--- src/rtl/pc_sequencer_if.sv ---
// Fetch-side bundle between the core datapath and the PC sequencer.
// Latency: none (wires only).
// Backpressure: stall is the only hold signal, driven by the core side.
interface pc_sequencer_if;
    logic        stall;
    logic [2:0]  pc_sel;
    logic [15:0] branch_lit;
    logic [31:0] jump_addr;
    logic        irq;
    logic [31:0] pc;
    logic [31:0] pc_plus4;
    logic [31:0] imem_addr;
    logic        annul;
    logic        irq_taken;
    logic        spinning;

    modport slave (
        input  stall, pc_sel, branch_lit, jump_addr, irq,
        output pc, pc_plus4, imem_addr, annul, irq_taken, spinning
    );

    modport master (
        output stall, pc_sel, branch_lit, jump_addr, irq,
        input  pc, pc_plus4, imem_addr, annul, irq_taken, spinning
    );
endinterface

--- src/rtl/pc_sequencer.sv ---
// Next-PC selection with supervisor rules, interrupt entry and spin detection.
// Latency: new PC one cycle after selection; pc_plus4/imem_addr/annul combinational.
// Backpressure: stall holds PC and spin count; pending interrupts are retained.
module pc_sequencer #(
    parameter logic [31:0] RESET_ADDR  = 32'd0,
    parameter logic [31:0] ILLOP_ADDR  = 32'd392,
    parameter logic [31:0] XADR_ADDR   = 32'd396,
    parameter int unsigned SPIN_CYCLES = 4
) (
    input  logic           clk,
    input  logic           reset,
    pc_sequencer_if.slave  bus
);

    localparam logic [31:0] RESET_VEC   = {1'b1, RESET_ADDR[30:2], 2'b00};
    localparam logic [31:0] ILLOP_VEC   = {1'b1, ILLOP_ADDR[30:2], 2'b00};
    localparam logic [31:0] XADR_VEC    = {1'b1, XADR_ADDR[30:2], 2'b00};
    localparam logic [7:0]  SPIN_THRESH = 8'(SPIN_CYCLES);

    logic [31:0] pc_q, pc_d;
    logic        sync1_q, sync1_d;
    logic        sync2_q, sync2_d;
    logic        sync3_q, sync3_d;
    logic        irq_pending_q, irq_pending_d;
    logic        irq_taken_q, irq_taken_d;
    logic [7:0]  spin_cnt_q, spin_cnt_d;
    logic        spinning_q, spinning_d;

    logic [31:0] pc_plus4;
    logic [30:0] br_off;
    logic [31:0] branch_tgt;
    logic [31:0] jump_tgt;
    logic        take_irq;
    logic        irq_rise;
    logic        unused_jump_lsbs;

    assign unused_jump_lsbs = ^bus.jump_addr[1:0];

    always_comb begin
        pc_plus4   = {pc_q[31], pc_q[30:0] + 31'd4};
        br_off     = {{13{bus.branch_lit[15]}}, bus.branch_lit, 2'b00};
        branch_tgt = {pc_q[31], pc_plus4[30:0] + br_off};
        // A jump may drop into user mode but can never raise privilege.
        jump_tgt   = {pc_q[31] & bus.jump_addr[31], bus.jump_addr[30:2], 2'b00};
        take_irq   = irq_pending_q & ~pc_q[31] & ~bus.stall;
        irq_rise   = sync2_q & ~sync3_q;

        pc_d = pc_q;
        if (!bus.stall) begin
            if (take_irq) begin
                pc_d = XADR_VEC;
            end else begin
                case (bus.pc_sel)
                    3'd0:    pc_d = pc_plus4;
                    3'd1:    pc_d = branch_tgt;
                    3'd2:    pc_d = jump_tgt;
                    default: pc_d = ILLOP_VEC;
                endcase
            end
        end

        sync1_d       = bus.irq;
        sync2_d       = sync1_q;
        sync3_d       = sync2_q;
        irq_pending_d = (irq_pending_q & ~take_irq) | irq_rise;
        irq_taken_d   = take_irq;

        spin_cnt_d = spin_cnt_q;
        if (!bus.stall) begin
            if (pc_d == pc_q) begin
                spin_cnt_d = (spin_cnt_q == 8'hFF) ? spin_cnt_q : spin_cnt_q + 8'd1;
            end else begin
                spin_cnt_d = 8'd0;
            end
        end
        spinning_d = (spin_cnt_d >= SPIN_THRESH);
    end

    always_ff @(posedge clk) begin
        if (reset) begin
            pc_q          <= RESET_VEC;
            sync1_q       <= 1'b0;
            sync2_q       <= 1'b0;
            sync3_q       <= 1'b0;
            irq_pending_q <= 1'b0;
            irq_taken_q   <= 1'b0;
            spin_cnt_q    <= 8'd0;
            spinning_q    <= 1'b0;
        end else begin
            pc_q          <= pc_d;
            sync1_q       <= sync1_d;
            sync2_q       <= sync2_d;
            sync3_q       <= sync3_d;
            irq_pending_q <= irq_pending_d;
            irq_taken_q   <= irq_taken_d;
            spin_cnt_q    <= spin_cnt_d;
            spinning_q    <= spinning_d;
        end
    end

    assign bus.pc        = pc_q;
    assign bus.pc_plus4  = pc_plus4;
    assign bus.imem_addr = {1'b0, pc_q[30:2], 2'b00};
    assign bus.annul     = take_irq;
    assign bus.irq_taken = irq_taken_q;
    assign bus.spinning  = spinning_q;

endmodule

--- src/flat_wrapper.sv ---
// flat-port wrapper written by rule: the top's interface ports become plain ports
module pc_sequencer_flat 
#(
    parameter logic [31:0] RESET_ADDR  = 32'd0,
    parameter logic [31:0] ILLOP_ADDR  = 32'd392,
    parameter logic [31:0] XADR_ADDR   = 32'd396,
    parameter int unsigned SPIN_CYCLES = 4
)
  (clk, reset, bus_stall, bus_pc_sel, bus_branch_lit, bus_jump_addr, bus_irq, bus_pc, bus_pc_plus4, bus_imem_addr, bus_annul, bus_irq_taken, bus_spinning);
  pc_sequencer_if bus_i ();
  input  logic clk;
  input  logic reset;
  input wire logic [$bits(bus_i.stall)-1:0] bus_stall;
  input wire logic [$bits(bus_i.pc_sel)-1:0] bus_pc_sel;
  input wire logic [$bits(bus_i.branch_lit)-1:0] bus_branch_lit;
  input wire logic [$bits(bus_i.jump_addr)-1:0] bus_jump_addr;
  input wire logic [$bits(bus_i.irq)-1:0] bus_irq;
  output wire logic [$bits(bus_i.pc)-1:0] bus_pc;
  output wire logic [$bits(bus_i.pc_plus4)-1:0] bus_pc_plus4;
  output wire logic [$bits(bus_i.imem_addr)-1:0] bus_imem_addr;
  output wire logic [$bits(bus_i.annul)-1:0] bus_annul;
  output wire logic [$bits(bus_i.irq_taken)-1:0] bus_irq_taken;
  output wire logic [$bits(bus_i.spinning)-1:0] bus_spinning;
  assign bus_i.stall = bus_stall;
  assign bus_i.pc_sel = bus_pc_sel;
  assign bus_i.branch_lit = bus_branch_lit;
  assign bus_i.jump_addr = bus_jump_addr;
  assign bus_i.irq = bus_irq;
  assign bus_pc = bus_i.pc;
  assign bus_pc_plus4 = bus_i.pc_plus4;
  assign bus_imem_addr = bus_i.imem_addr;
  assign bus_annul = bus_i.annul;
  assign bus_irq_taken = bus_i.irq_taken;
  assign bus_spinning = bus_i.spinning;
  pc_sequencer #(.RESET_ADDR(RESET_ADDR), .ILLOP_ADDR(ILLOP_ADDR), .XADR_ADDR(XADR_ADDR), .SPIN_CYCLES(SPIN_CYCLES)) u_core (.clk(clk), .reset(reset), .bus(bus_i));
endmodule
--- config.mk ---
export PLATFORM = sky130hd
export DESIGN_NAME = pc_sequencer_flat
export DESIGN_NICKNAME = d
export VERILOG_FILES = /design/src/rtl/pc_sequencer_if.sv /design/src/rtl/pc_sequencer.sv /design/src/flat_wrapper.sv
export SDC_FILE = /design/constraint.sdc
export NUM_CORES = 1
export LEC_CHECK = 0
export CAP_MARGIN = 10
export CORE_UTILIZATION = 52
export DETAILED_ROUTE_END_ITERATION = 6
export GPL_TIMING_DRIVEN = 0
export PLACE_DENSITY = 0.94
export SYNTH_ARGS = -nofsm -noshare
export SYNTH_HDL_FRONTEND = slang
export SYNTH_SLANG_ARGS = --single-unit
--- constraint.sdc ---
create_clock -name clk -period 14.7 [get_ports clk]
set_clock_uncertainty 0.15 [all_clocks]
set_input_delay 2.94 -clock clk [delete_from_list [all_inputs] [get_ports clk]]
set_output_delay 2.94 -clock clk [all_outputs]
set_load 0.02 [all_outputs]
==> results.txt <==
----------------------------------------------------
[Pwr]
  Overall power of the completed layout ... 0.438 mW
  Peak supply drop ... 0.0000731 V
  LEAKAGE ... 3.00 nW
  Pwr per Cell Area ... 55.9 nW/um^2

[Critical path]
  Number of cell instances on the worst register-to-register path ... 19
  Setup crit start kind ... primary input
  Critical Path End Type ... output port
  Critical path depth ... 8
  Worst setup path category ... in -> out
  Slowest cell on the critical path ... clkbuf_1
  Critical path cell sequence ... clkdlybuf4s50_1 > buf_1 > clkbuf_1 > clkbuf_1 > clkbuf_1 > buf_1 > nor2_1 > clkdlybuf4s50_1
  Largest delay share family, worst path ... buffers and inverters
  Peak per-stage delay on the critical path ... 0.61 ns
  CP Buf/Inv Count ... 7
  Largest driver fanout on the critical path ... 10
  Data required time of the worst path ... 11.61 ns
  Worst R2R Start ... u_core.bus.pc[6]$_SDFF_PP0_
  CP startpoint ... bus_stall
  Most Frequent Cell on Critical Path ... clkbuf_1
  Critical Path AT ... 6.89 ns

[Flow run]
  Maximum capacitance violations ... 0

[Clocking]
  Setup Buffers After CTS ... 0
  CTS Buf Count ... 5
  Hold buffer count at CTS ... 0
  Reg clk slew, reported paths ... 0.06 ns
  Clock tree from TritonCTS ... built
  Source-to-sink clock delay at the later pin of the worst-skew pair ... 0.30 ns
  Maximum number of buffers from clock root to sink ... 2
  Number of sinks handled by clock tree synthesis ... 46
  Number of gates given a new drive strength after cts ... 0
  Count of H-tree levels built during CTS ... 2
  CTS root buf ... clkbuf_16

[Global routing]
  Fraction of met1 tracks used by global routing ... 0.489
  Number of global-route vias before repair ... 6935
  Global-route wire length before repair ... 35700 um
  Residual overflow from global routing ... 0
  Maximum number of pins on one net before global-route repair ... 16
  GR Layer Usage met2 ... 0.606
  Busiest grt layer ... met2
  Antenna violations before repair ... 1
  Met3 usage ... 0.0943
  Global-route usage over all layers ... 0.389

[STA]
  Final setup violation count ... 0
  Number of hold violations in the final report ... 0
  Max Transition Viols Final ... 0
  Post-route minimum period ... 9.98 ns
  Slew at the pin with the worst max-slew slack ... 0.919 ns
  Unrepaired setup endpoints after global routing ... false
  PnR worst setup slack ... 4.72 ns
  Total negative slack ... 0 ns
  Relative max-transition margin ... 0.381
  Share of the clock period used by the worst path ... 0.679
  Max Clock Freq ... 0.100 GHz
  Smallest hold slack ... 0.339 ns

[Drt]
  Post-route DRC violation count ... 17
  Antenna violation net count after detailed routing ... 0
  Total via count in the routed design ... 7832
  Violation count after the first detailed-route iteration ... 1189
  Number of detailed-route iterations in the first pass ... 7
  DR vias/cell ... 6.76
  Routed WL ... 23700 um
  Routed len/inst ... 20.5 um

[Cells and area]
  NumNets Final ... 1106
  Signed area change from the synthesized netlist to the final layout ... 30.6%
  Leading cell type in the layout, fill and taps excluded ... clkdlybuf4s50_1
  Final cell utilization of the core ... 0.710
  Most frequent cells in the layout ... 148 x clkdlybuf4s50_1, 112 x nand2_1, 75 x a21oi_1
  Sequential cell area ... 921 um^2
  Filler instances ... 884
  Multi-input logic area ... 4480 um^2
  Layout cell share with drive strength beyond 1 ... 0.0933

[Place]
  Port Buffer Count ... 148
  Setup WS pre-CTS ... 4.94 ns
  Final Wtd Congestion ... 1.08
  Post-detail-place hpwl ... 17800 um

[Outcome]
  Violated checks ... design-rule violations
  Status ... finished, violations left

[Synth]
  Async set-reset flop share out of synthesis ... 0
  Synth Area per Inst ... 6.97 um^2
  Number of synthesized flops with an enable pin ... 0
  Number of distinct library cells after synthesis ... 89
  Synth Cell Area ... 6000 um^2
  Syn Inst Count ... 860
  Most instantiated flip-flop cell in the synthesis netlist ... dfxtp_1
  Number of synthesized register bits ... 46
  Yosys warns ... 0
  Fraction of the yosys area taken by sequential cells ... 0.154

[Hold path]
  Number of cells on the worst hold path ... 1
  Path class of the lowest-slack min-delay path ... reg -> reg
  Startpoint of the tightest hold check path ... u_core.sync2_q$_SDFF_PP0_

[Die]
  Placeable core region ... 11000 um^2
  I/O pin total ... 154
  Overall die area ... 12000 um^2
  Initial core utilization ... 0.544
  Die outline width ... 109 um
  Die Height ... 109 um
  Total number of placement rows ... 38

----------------------------------------------------
[cells in the mapped netlist, types with 7 or more instances]
cell      number  area (um^2)
nand2_1      112          420
a21oi_1       75          375
nor2_1        70          263
dfxtp_1       46          921
o21ai_0       43          215
buf_4         40          300
nand3_1       34          170
ha_1          33          413
xnor2_1       33          289
nor3_1        31          155
clkbuf_1      29          109
nand4_1       29          181
inv_1         22         82.6
xor2_1        19          166
buf_2         16         80.1
a211oi_1      11         82.6
a31oi_1       11         68.8
a22oi_1        9         67.6
and2_1         9         56.3
nand2b_1       8         50.1
nor4_1         8         50.1
a21o_1         7         52.6
a221oi_1       7         61.3
buf_1          7         26.3
mux2i_1        7         70.1
nor2b_1        7         43.8
or3_1          7         43.8
[final timing paths]
| kind | end | slack [ns] |
|---|---|---|
| hold / removal | u_core.sync3_q$_SDFF_PP0_ | 0.34 |
| setup / recovery | bus_annul | 4.72 |
| setup reg to reg | u_core.spin_cnt_q[7]$_SDFF_PP0_ | 8.52 |
| hold reg to reg | u_core.sync3_q$_SDFF_PP0_ | 0.34 |
[cell families after synthesis]
family                     after synthesis  synth area share
adders and majority gates               34            0.0722
DFF                                     46             0.154
muxes                                   11            0.0198
xor gates and xnor gates                52            0.0759
AOI/OAI and AO/OA                      240             0.270
other                                    1          0.000625
buffers and inverters                  115             0.101
and+or+nand+nor                        361             0.308
[metrics by stage]
stage                     cell area [um^2]  cells
final                                 7840   1159
after global routing                  7830   1158
after CTS                             7830   1158
after detailed placement              7660   1150
after global placement                7660   1150
after floorplan                       6010    862
[flip-flops by register name, indices dropped and copies added, names as in the netlist]
register              count
u_core.bus.irq_taken      1
u_core.bus.pc            32
u_core.bus.spinning       1
u_core.irq_pending_q      1
u_core.spin_cnt_q         8
u_core.sync1_q            1
u_core.sync2_q            1
u_core.sync3_q            1
[metal layers]
layer,vias up,wire [um]
li1,3439,-
met3,163,3710
met5,-,0
met2,749,9990
met4,0,1620
met1,3481,8390
[worst register-to-register path, delay by kind of cell, from the launching register on]
| family | cells | cell delay (ns) |
|---|---|---|
| xor gates and xnor gates | 1 | 0.23 |
| and+or+nand+nor | 10 | 3.25 |
| buffers and inverters | 3 | 0.70 |
| DFF | 1 | 0.35 |
| AOI/OAI and AO/OA | 4 | 1.15 |
| adders and majority gates | 1 | 0.29 |
[cell type report]
class | count | share of cell area
diodes | 1 | 0.000319
flip-flops and latches | 46 | 0.118
repair buffers | 148 | 0.189
clock inverters | 3 | 0.00575
inverters | 22 | 0.0105
well taps | 140 | 0.0224
plain buffers | 93 | 0.0664
multi-input cells | 701 | 0.572
clock buffers | 5 | 0.0160
[where the power goes]
part           internal [mW]  switching (mW)  total [mW]
Clock                 0.0802          0.0519       0.132
Combinational         0.0706           0.102       0.172
Sequential             0.128         0.00528       0.133
Total                  0.279           0.159       0.438
No activity file was read; power rests on OpenSTA's default activity.
